<file path="config.mk">
export PLATFORM = sky130hd
export DESIGN_NAME = spi_xfer_ctrl
export DESIGN_NICKNAME = d
export VERILOG_FILES = /design/src/rtl/spi_pkg.sv /design/src/rtl/spi_baud_gen.sv /design/src/rtl/spi_xfer_ctrl.sv
export SDC_FILE = /design/constraint.sdc
export NUM_CORES = 1
export LEC_CHECK = 0
export CAP_MARGIN = 20
export CORE_MARGIN = 4
export CORE_UTILIZATION = 55
export DETAILED_ROUTE_END_ITERATION = 10
export GPL_TIMING_DRIVEN = 0
export PLACE_DENSITY_LB_ADDON = 0.25
export RECOVER_POWER = 25
export SLEW_MARGIN = 20
export SYNTH_ARGS = -nofsm -noshare
export SYNTH_HDL_FRONTEND = slang
export SYNTH_SLANG_ARGS = --single-unit
</file>
<file path="constraint.sdc">
create_clock -name clk -period 5.85 [get_ports clk]
set_clock_uncertainty 0.1 [all_clocks]
set_input_delay 1.17 -clock clk [delete_from_list [all_inputs] [get_ports clk]]
set_output_delay 1.17 -clock clk [all_outputs]
set_load 0.01 [all_outputs]
</file>
<file path="src/rtl/spi_pkg.sv">
// Shared types and constants for the SPI master transfer controller.
// Holds the FSM state encoding, default widths and the SCK edge count per word.
package spi_pkg;

  localparam int DATA_W_DEF = 8;
  localparam int SPR_W_DEF  = 3;

  typedef enum logic [1:0] {
    ST_IDLE  = 2'd0,
    ST_LEAD  = 2'd1,
    ST_SHIFT = 2'd2,
    ST_TRAIL = 2'd3
  } spi_state_e;

  // One word takes two SCK edges per bit.
  function automatic int edge_count(input int data_w);
    return 2 * data_w;
  endfunction

  localparam int EDGE_CNT_DEF = 2 * DATA_W_DEF;

endpackage

</file>
<file path="src/rtl/spi_baud_gen.sv">
// Half-period tick generator: emits a one-cycle tick every 2^spr clk cycles while enabled.
// While disabled the counter is preloaded so the first tick arrives one half-period after enable.
module spi_baud_gen
  import spi_pkg::*;
#(
  parameter int SPR_W = SPR_W_DEF
) (
  input  logic             clk,
  input  logic             rst_n,
  input  logic             en,
  input  logic [SPR_W-1:0] spr,
  output logic             tick
);

  // Largest half-period is 2^(2^SPR_W - 1) cycles, so the down-counter needs 2^SPR_W - 1 bits.
  localparam int CNT_W = (1 << SPR_W) - 1;
  localparam logic [CNT_W-1:0] ONES = '1;
  localparam logic [CNT_W-1:0] ONE  = CNT_W'(1);

  logic [CNT_W-1:0] cnt_q;
  logic [CNT_W-1:0] cnt_d;
  logic [CNT_W-1:0] reload;

  assign reload = ONES >> (CNT_W - int'(spr));
  assign tick   = en && (cnt_q == '0);

  always_comb begin
    cnt_d = cnt_q;
    if (!en || (cnt_q == '0)) begin
      cnt_d = reload;
    end else begin
      cnt_d = cnt_q - ONE;
    end
  end

  always_ff @(posedge clk or negedge rst_n) begin
    if (!rst_n) begin
      cnt_q <= '0;
    end else begin
      cnt_q <= cnt_d;
    end
  end

endmodule

</file>
<file path="src/rtl/spi_xfer_ctrl.sv">
// SPI master transfer controller: IDLE -> LEAD -> SHIFT -> TRAIL, CPOL/CPHA modes, sticky SPIF.
// Optional build macro SPI_LSBFE_EN adds an lsbfe input selecting LSB-first order.
module spi_xfer_ctrl
  import spi_pkg::*;
#(
  parameter int DATA_W = DATA_W_DEF,
  parameter int SPR_W  = SPR_W_DEF
) (
  input  logic              clk,
  input  logic              rst_n,
  input  logic              mstr,
  input  logic              cpol,
  input  logic              cpha,
  input  logic [SPR_W-1:0]  spr,
  input  logic [DATA_W-1:0] tx_data,
  input  logic              tx_valid,
  output logic              tx_ready,
  output logic [DATA_W-1:0] rx_data,
  output logic              spif,
  input  logic              spif_clr,
  output logic              busy,
  output logic              sck_out,
  output logic              data_out,
  input  logic              data_in,
`ifdef SPI_LSBFE_EN
  input  logic              lsbfe,
`endif
  output logic              ss_master
);

  localparam int EDGES = edge_count(DATA_W);
  localparam int EC_W  = $clog2(EDGES + 1);

  spi_state_e        state_q;
  logic              cpol_q;
  logic              cpha_q;
  logic [SPR_W-1:0]  spr_q;
  logic              lsb_q;
  logic [DATA_W-1:0] tx_sh_q;
  logic [DATA_W-1:0] rx_sh_q;
  logic [DATA_W-1:0] rx_data_q;
  logic              spif_q;
  logic              sck_q;
  logic              dout_q;
  logic              ss_q;
  logic [EC_W-1:0]   ecnt_q;

  logic              lsb_acc;
  logic              tick;
  logic [SPR_W-1:0]  spr_sel;
  logic              sample_edge;
  logic              last_edge;
  logic [DATA_W-1:0] rx_shifted;

`ifdef SPI_LSBFE_EN
  assign lsb_acc = lsbfe;
`else
  assign lsb_acc = 1'b0;
`endif

  function automatic logic first_bit(input logic [DATA_W-1:0] w, input logic lsb);
    return lsb ? w[0] : w[DATA_W-1];
  endfunction

  function automatic logic [DATA_W-1:0] shift_out(input logic [DATA_W-1:0] w, input logic lsb);
    return lsb ? {1'b0, w[DATA_W-1:1]} : {w[DATA_W-2:0], 1'b0};
  endfunction

  function automatic logic [DATA_W-1:0] shift_in(input logic [DATA_W-1:0] w, input logic b,
                                                 input logic lsb);
    return lsb ? {b, w[DATA_W-1:1]} : {w[DATA_W-2:0], b};
  endfunction

  // The live spr preloads the counter while idle, so LEAD starts with the accepted rate.
  assign spr_sel = (state_q == ST_IDLE) ? spr : spr_q;

  spi_baud_gen #(
    .SPR_W (SPR_W)
  ) u_baud (
    .clk   (clk),
    .rst_n (rst_n),
    .en    (state_q != ST_IDLE),
    .spr   (spr_sel),
    .tick  (tick)
  );

  // ecnt_q counts completed edges, so the edge about to happen is ecnt_q + 1.
  assign sample_edge = (ecnt_q[0] == cpha_q);
  assign last_edge   = (ecnt_q == EC_W'(EDGES - 1));
  assign rx_shifted  = shift_in(rx_sh_q, data_in, lsb_q);

  always_ff @(posedge clk or negedge rst_n) begin
    if (!rst_n) begin
      state_q   <= ST_IDLE;
      cpol_q    <= 1'b0;
      cpha_q    <= 1'b0;
      spr_q     <= '0;
      lsb_q     <= 1'b0;
      tx_sh_q   <= '0;
      rx_sh_q   <= '0;
      rx_data_q <= '0;
      spif_q    <= 1'b0;
      sck_q     <= 1'b0;
      dout_q    <= 1'b0;
      ss_q      <= 1'b1;
      ecnt_q    <= '0;
    end else begin
      if (spif_clr) begin
        spif_q <= 1'b0;
      end
      if ((state_q != ST_IDLE) && !mstr) begin
        state_q <= ST_IDLE;
        ss_q    <= 1'b1;
        sck_q   <= cpol;
      end else begin
        case (state_q)
          ST_IDLE: begin
            sck_q <= cpol;
            ss_q  <= 1'b1;
            if (tx_valid && tx_ready) begin
              state_q <= ST_LEAD;
              ss_q    <= 1'b0;
              cpol_q  <= cpol;
              cpha_q  <= cpha;
              spr_q   <= spr;
              lsb_q   <= lsb_acc;
              ecnt_q  <= '0;
              rx_sh_q <= '0;
              if (!cpha) begin
                dout_q  <= first_bit(tx_data, lsb_acc);
                tx_sh_q <= shift_out(tx_data, lsb_acc);
              end else begin
                tx_sh_q <= tx_data;
              end
            end
          end
          ST_LEAD: begin
            sck_q <= cpol_q;
            if (tick) begin
              state_q <= ST_SHIFT;
            end
          end
          ST_SHIFT: begin
            if (tick) begin
              sck_q  <= ~sck_q;
              ecnt_q <= ecnt_q + EC_W'(1);
              if (sample_edge) begin
                rx_sh_q <= rx_shifted;
              end else if (!last_edge) begin
                dout_q  <= first_bit(tx_sh_q, lsb_q);
                tx_sh_q <= shift_out(tx_sh_q, lsb_q);
              end
              if (last_edge) begin
                state_q   <= ST_TRAIL;
                rx_data_q <= sample_edge ? rx_shifted : rx_sh_q;
                spif_q    <= 1'b1;
              end
            end
          end
          ST_TRAIL: begin
            if (tick) begin
              state_q <= ST_IDLE;
              ss_q    <= 1'b1;
            end
          end
          default: state_q <= ST_IDLE;
        endcase
      end
    end
  end

  assign tx_ready  = (state_q == ST_IDLE) && mstr;
  assign busy      = (state_q != ST_IDLE);
  assign rx_data   = rx_data_q;
  assign spif      = spif_q;
  assign sck_out   = sck_q;
  assign data_out  = dout_q;
  assign ss_master = ss_q;

endmodule

</file>
* Word level (Yosys, flattened, before mapping)
Index checks and enable logic that the tools add are counted.
Cells by class: multiplexer cells 40, bitwise gates (word level) 2, add/subtract/negate cells 3, reduce and logical (&&, ||, !) cells 21, eq/ne operators 15, shift-type cells 1
Operators by type and width (count):
- $mux 8 | 8
- $pmux 8 s2 | 2
- $shr 7x32->7 const A | 1
- $mux 1 | 15
- $mux 2 | 6
- $ne 3x3->1 const B | 4
- $mux 5 | 2
- $pmux 5 s2 | 1
- $ne 2x2->1 const B | 4
- $pmux 2 s4 | 1
- $reduce_and 4->1 | 2
- $logic_not 7->1 | 1
- $mux 7 | 1
- $reduce_and 7->1 | 1
- $sub 7x1->7 const B | 1
- $reduce_and 6->1 | 1
- $add 5x1->5 const B | 1
- $eq 5x4->1 const B | 1
- $reduce_and 5->1 | 1
- $eq 2x2->1 const B | 2
- $logic_and 1x1->1 | 4
- $pmux 1 s2 | 2
- $reduce_and 2->1 | 2
- $reduce_bool 2->1 | 2
- 14 further kinds | 16
Word-level totals: output and inout bits 14, word-level logic and storage cells 95, register bits after elaboration 47, input port bits 19

* Depth between registers and ports, before layout
Gate-level depths: netlist of run 1.
depth in word-level cells 6, mapped depth 8

* Hierarchy
Synthesis of run 1 repeated with hierarchy kept, for this count alone.
Unflattened totals: cells, all modules 250, area total of the unflattened synthesis 2673.8 sq um
Modules (own cells, without submodules):
- spi_xfer_ctrl | times used 1, area each 2223.4 sq um, cells an instance 206
- spi_baud_gen | times used 1, area each 450.4 sq um, cells an instance 44

* Least setup slack after synthesis of run 1
OpenSTA, ideal clock, no wires.
path type input to output, start in mstr, end out tx_ready, cell stages on the path 3, buffers on the path 1, path slack 3026 ps, data arrival time 1554 ps, required time 4580 ps, cell sequence buf_2 > inv_1 > nor2_1
On the way: cells in the longest elaborated chain, start to end 1
RTL lines:
- start, declared | line spi_xfer_ctrl.sv:11 | input logic mstr,
- $logic_and 1x1->1 | line spi_xfer_ctrl.sv:172 | assign tx_ready = (state_q == ST_IDLE) && mstr;
- end, declared | line spi_xfer_ctrl.sv:17 | output logic tx_ready,
No other way between the ends.

* Final worst setup path of run 1
Ends and elaborated chain as after synthesis.

==> flow_summary.yaml, run 1 <==
run_status:
  status: "finished with violations"
  failed_checks: "max-capacitance violations, max-slew violations"
sta:
  setup_tns_ns: 0
  rsz0062_at_grt: "false"
  hold_viol: 0
  whs_ns: 0.386
  timing.fmax_mhz: 299
  slew_headroom: -0.130
  setup_viol: 0
  period_minus_slack_ns: 3.35
  drv_slew: 30
  tightestPinTransition_ns: 1.69
  min_period_over_period: 0.572
worst_setup_path:
  worstSetupStartpointType: "input pin"
  cp_max_fo: 10
  max_stage_delay_ns: 0.54
  critPathArrivalTime_ns: 2.08
  path_class: "input pin to output port"
  r2r_slack_ns: 3.28
  cp-startpoint: "mstr"
  r2r_end: "tx_sh_q[3]$_DFFE_PN0P_"
  slowest_stage: "clkdlybuf4s50_1"
  crit_cells: 4
  path_cells: "buf_2 -> inv_1 -> nor2_1 -> clkdlybuf4s50_1"
  reg2reg_from: "ecnt_q[0]$_DFFE_PN0P_"
  cp-end-kind: "output port"
  crit_required_ns: 4.58
  ff2ff_path_depth: 6
  crit_end: "tx_ready"
  cp_top_family: "buffers and inverters"
  cp.buffers_inverters: 3
clocking:
  postCtsSetupBuffers: 0
  cts_tree: "yes"
  cts_root_buffer: "clkbuf_8"
  clk_pin_slew_worst_paths_ns: 0.09
  cts_hold_buf: 0
  clk_latency_ns: 0.31
  cts_buffer_depth: 2
  cts_buffers: 5
  cts_resized: 0
  htreeDepth: 2
  clock_sinks: 47
routing:
  routed-via-count: 2022
  first_iter_violations: 108
  wl_um: 5180
  drc: 0
  routedWlPerCell_um: 14.6
  antenna_left: 0
  vias_per_cell: 5.71
  dr.pass1.iters: 4
global_routing:
  grt_pass1_vias: 2068
  gr-total-overflow: 0
  antenna_found_initial: 0
  grt_max_degree: 31
  grt_usage: 0.192
  grt_pass1_wl_um: 9170
power:
  power.density_nw_per_um2: 413
  ir_drop_v: 0.000309
  p_leak_nw: 1.33
synthesis:
  post-synth-top-area-fraction: 0.448
  syn-num-nets: 290
  syn_inst: 262
  synth_top_family_by_area: "simple AND/OR/NAND/NOR gates"
  synth_area_leader_cell: "dfrtp_1"
  synthArstFlopShare: 1.00
  ys_ff_latch: 47
  seq_area_frac_synth: 0.459
  synth-simple-area-share: 0.154
  synth_top_flop_cell: "dfrtp_1"
  synth_area_um2: 2570
  synth-xor-area-share: 0.0234
  synth.avg_cell_area_um2: 9.80
  synth_compound_area_frac: 0.153
  synth.area.top_cells: "dfrtp_1 (45%), mux2i_1 (8.2%), o21ai_0 (6.6%), nand2_1 (6.6%), mux2_2 (5.3%)"
  yosys-top-cells-count: "dfrtp_1 (46), nand2_1 (45), o21ai_0 (34)"
  yosys_warnings: 0
  synth_cell_types: 48
  synth.most_common_cell: "dfrtp_1"
  synth-edff-count: 0
  synth_mux_area_frac: 0.135
  synthAdderAreaFrac: 0.0439
floorplanning:
  die_w_um: 76.3
  start_util: 0.578
  io_pins: 33
  die_area_um2: 5830
  rows: 24
  die_h_um: 76.3
  core_um2: 4440
min_path:
  holdCritPathClass: "register to register"
placed_design:
  dp_hpwl_um: 3880
  gp_congestion: 0.825
  port_buffers: 31
final_layout:
  layout.nets: 329
  layout-drive-gt1-share: 0.106
  area_delta_synth_final_pct: 20.0
  antenna_cells: 0
job:
  drv_cap: 1
-- area by class of cell --
type	count	area, um2
fill	367	1360
multi-input combinational	193	1310
sequential	47	1180
timing repair buffer	32	332
clock buffer	5	68.8
tap	52	65.1
clock inverter	3	47.5
inverter	12	45.0
buffer	10	40.0
-- worst min-delay path, delay by kind of cell (launching register included) --
kind / cells / cell delay [ns]
simple gates: 1 / 0.04
flops: 1 / 0.35
compound gates: 1 / 0.06
-- layout by cell type (no fill, tap or decap), types with 2 or more instances in the layout --
cell and n:
and3_1 2, buf_2 2, clkbuf_8 5, nor2_1 8
and2_1 2, a21oi_1 5, clkbuf_1 8, xor2_1 2
mux2_2 12, nor2b_1 2, ha_1 9, nand2_1 45
xnor2_1 3, inv_1 12, a31oi_1 2, or3_1 2
clkdlybuf4s50_1 30, a2bb2oi_1 2, mux2i_1 21, o32ai_1 2
o21ai_0 34, nand3_1 5, nand4_1 2, a21o_1 2
nor3_1 5, nand2b_1 3, dfrtp_1 46, o22ai_1 3
-- routing by layer --
| metal | wire length, um | track usage | share of wire |
|---|---|---|---|
| met5 | 0 | 0 | 0 |
| met4 | 78 | 0.0634 | 0.015 |
| met3 | 234 | 0.0461 | 0.045 |
| met2 | 2570 | 0.326 | 0.50 |
| met1 | 2300 | 0.239 | 0.44 |
-- power by group --
| part | switching (mW) | internal [mW] | leakage [nW] |
|---|---|---|---|
| registers | 0.0717 | 0.414 | 0.614 |
| logic | 0.282 | 0.257 | 0.661 |
| clock network | 0.117 | 0.130 | 0.0587 |
-- worst min-delay path by stage --
| stage | start | to | slack, ns | cells after the start |
|---|---|---|---|---|
| after floorplan | cpol_q$_DFFE_PN0P_ | cpol_q$_DFFE_PN0P_ | 0.38 | 1 |
| after global placement | rx_data[1]$_DFFE_PN0P_ | rx_data[1]$_DFFE_PN0P_ | 0.36 | 2 |
| after detailed placement | rx_data[5]$_DFFE_PN0P_ | rx_data[5]$_DFFE_PN0P_ | 0.37 | 2 |
| after CTS | rx_data[5]$_DFFE_PN0P_ | rx_data[5]$_DFFE_PN0P_ | 0.39 | 2 |
| after global routing | rx_data[5]$_DFFE_PN0P_ | rx_data[5]$_DFFE_PN0P_ | 0.42 | 2 |
| final | rx_data[3]$_DFFE_PN0P_ | rx_data[3]$_DFFE_PN0P_ | 0.39 | 2 |
-- state kept, by name, summed over array words and instances, names as in the netlist, 2 cells and up --
signal,count
rx_sh_q,8
rx_data,8
ecnt_q,5
tx_sh_q,8
spr_q,3
u_baud.cnt_q,7
state_q,2
-- logic make-up after synthesis --
logic type | Yosys count
flops | 47
compound gates | 62
fa+ha+maj | 9
simple gates | 83
mux | 33
buf+inv | 22
xor+xnor | 6
-- per-stage QoR --
stage,std cells,worst slack [ns],instance area [um2],total power [mW],utilization
floorplan,262,3.03,2570,0.876,-
global placement,345,2.18,2940,1.01,0.662
detailed placement,346,2.50,2970,1.03,0.667
CTS,354,2.49,3080,1.28,0.693
global route,354,2.45,3080,1.37,0.693
finish,354,2.50,3080,1.27,0.693
Note: power is estimated with default switching activity, not from simulation.
==> run 2, diff against run 1 <==
--- a/config.mk
+++ b/config.mk
@@ -7,7 +7,7 @@
 export LEC_CHECK = 0
 export CAP_MARGIN = 20
 export CORE_MARGIN = 4
-export CORE_UTILIZATION = 55
+export CORE_UTILIZATION = 50
 export DETAILED_ROUTE_END_ITERATION = 10
 export GPL_TIMING_DRIVEN = 0
 export PLACE_DENSITY_LB_ADDON = 0.25
==> constraint.sdc (replaced) <==
create_clock -name clk -period 2.8 [get_ports clk]
set_clock_uncertainty 0.1 [all_clocks]
set_input_delay 0.56 -clock clk [delete_from_list [all_inputs] [get_ports clk]]
set_output_delay 0.56 -clock clk [all_outputs]
set_load 0.01 [all_outputs]
==> run 2 against run 1 <==
Effect of this change:
- the flow now finishes without violations
- wire length increased by 1.8%
- final area is 0.37% lower
- largest power group unchanged
- sequential power increased by 110%
- via count is 1.5% higher
- critical path type is now register to register
- hold slack worse by 0.0039 ns
==> flow_summary.yaml, run 2 (synthesized netlist as in run 1, its figures left out) <==
run_status:
  status: "finished clean"
power:
  p_leak_nw: 1.32
  ir_drop_v: 0.000558
  power.density_nw_per_um2: 825
  fin_total_pwr_mw: 2.53
placed_design:
  gp_congestion: 0.879
  port_buffers: 31
  dp_hpwl_um: 3950
  dpl.cell_count: 361
floorplanning:
  die_area_um2: 6350
  rows: 25
  die_w_um: 79.7
  core_um2: 4850
  start_util: 0.530
  die_h_um: 79.7
  io_pins: 33
min_path:
  hold_path_depth: 2
  holdCritPathClass: "register to register"
worst_setup_path:
  cp.buffers_inverters: 0
  worstSetupStartpointType: "register"
  critPathArrivalTime_ns: 2.66
  cp-end-kind: "register"
  cp_max_fo: 9
  max_stage_delay_ns: 0.55
  critPathMostFrequentCell: "ha_1"
  cp_top_family: "simple AND/OR/NAND/NOR gates"
  path_cells: "ha_1 -> and3_1 -> ha_1 -> or4_4 -> o21ai_4 -> mux2_2"
  crit_required_ns: 2.88
  ff2ff_path_depth: 6
  crit_cells: 6
  slowest_stage: "or4_4"
  path_class: "register to register"
clocking:
  cts_tree: "yes"
  clk_pin_slew_worst_paths_ns: 0.09
  postCtsSetupBuffers: 0
  clock_sinks: 47
  htreeDepth: 2
  cts_root_buffer: "clkbuf_8"
  cts_buffers: 5
  cts_buffer_depth: 2
  clk_latency_ns: 0.30
routing:
  routed-via-count: 2053
  wl_met2_um: 2580
  vias_per_cell: 5.56
  dr.pass1.iters: 4
  antenna_left: 0
  highest_layer: "met4"
  wl_met1_um: 2410
  drc: 0
  wl_um: 5280
  first_iter_violations: 81
  wl_met3_um: 206
  routedWlPerCell_um: 14.3
global_routing:
  gr-total-overflow: 0
  grt_pass1_vias: 2018
  antenna_found_initial: 0
  grt_pass1_wl_um: 9280
  grt_max_degree: 26
  grt_usage: 0.184
sta:
  rsz0062_at_grt: "false"
  tightestPinTransition_ns: 1.47
  period_minus_slack_ns: 2.57
  slew_headroom: 0.0218
  timing.fmax_mhz: 389
  setup_viol: 0
  min_period_over_period: 0.919
  drv_slew: 0
  hold_viol: 0
final_layout:
  stdcell_count: 369
  area_delta_synth_final_pct: 19.5
  mostFrequentLayoutCell: "dfrtp_1"
  layout-drive-gt1-share: 0.109
  layout.nets: 329
  final_cell_mix: "dfrtp_1 (46), nand2_1 (45), o21ai_0 (34)"
  antenna_cells: 0
  fillCellCount: 431
job:
  drv_cap: 0
-- run 2: cell count changes in the layout (fill, tap and decap cells not counted), sizes merged --
| cell | change |
|---|---|
| inv | -1 |
| bufinv | -1 |
| clkinv | +2 |
-- run 2: stage by stage --
| step | util | setup WS [ns] | area [um2] | hold slack [ns] | TNS, ns |
|---|---|---|---|---|---|
| after floorplan | - | 0.439 | 2570 | 0.164 | 0 |
| after global placement | 0.611 | -0.260 | 2960 | 0.361 | -11.84 |
| after detailed placement | 0.615 | 0.231 | 2980 | 0.374 | 0 |
| after CTS | 0.633 | 0.170 | 3070 | 0.186 | 0 |
| after global routing | 0.633 | 0.0945 | 3070 | 0.427 | 0 |
| final | 0.633 | 0.226 | 3070 | 0.382 | 0 |
-- run 2: final timing paths --
path                                        startpoint                         to  slack (ns)
worst max-delay path             ecnt_q[0]$_DFFE_PN0P_     tx_sh_q[3]$_DFFE_PN0P_        0.23
worst min-delay path            rx_data[5]$_DFFE_PN0P_     rx_data[5]$_DFFE_PN0P_        0.38
worst max register to register   ecnt_q[0]$_DFFE_PN0P_     tx_sh_q[3]$_DFFE_PN0P_        0.23
worst min register to register  rx_data[5]$_DFFE_PN0P_     rx_data[5]$_DFFE_PN0P_        0.38
max in group asynchronous                        rst_n     tx_sh_q[5]$_DFFE_PN0P_        1.25
min in group asynchronous                        rst_n  u_baud.cnt_q[1]$_DFF_PN0_        0.50
-- run 2: timing repair --
item,CTS,global route
hold buffers,0,0
endpoints found under the setup margin,0,1
gates resized for setup,0,1
-- run 2: layout make-up --
| type | instances | area, um2 | area share |
|---|---|---|---|
| Multi-Input combinational cell | 193 | 1310 | 0.426 |
| Sequential cell | 47 | 1180 | 0.384 |
| Timing Repair Buffer | 32 | 332 | 0.108 |
| Tap cell | 67 | 83.8 | 0.0273 |
| Clock buffer | 5 | 68.8 | 0.0224 |
| Inverter | 12 | 45.0 | 0.0147 |
| Buffer | 10 | 40.0 | 0.0130 |
| Clock inverter | 3 | 15.0 | 0.00489 |
-- run 2: power breakdown --
| group | switching, mW | internal, mW |
|---|---|---|
| logic | 0.587 | 0.538 |
| clock network | 0.221 | 0.171 |
| registers | 0.150 | 0.865 |
-- run 2: metal layers --
metal	global-route usage	up-vias
met5	0	-
met4	0.0619	0
met3	0.0372	9
met2	0.300	53
met1	0.245	985
li1	-	1006
-- run 2: worst reg2reg max path, cell delays in order, from the launching register on --
cell,delay (ns)
dfrtp_1,0.48
ha_1,0.25
and3_1,0.18
ha_1,0.22
or4_4,0.55
o21ai_4,0.29
mux2_2,0.38
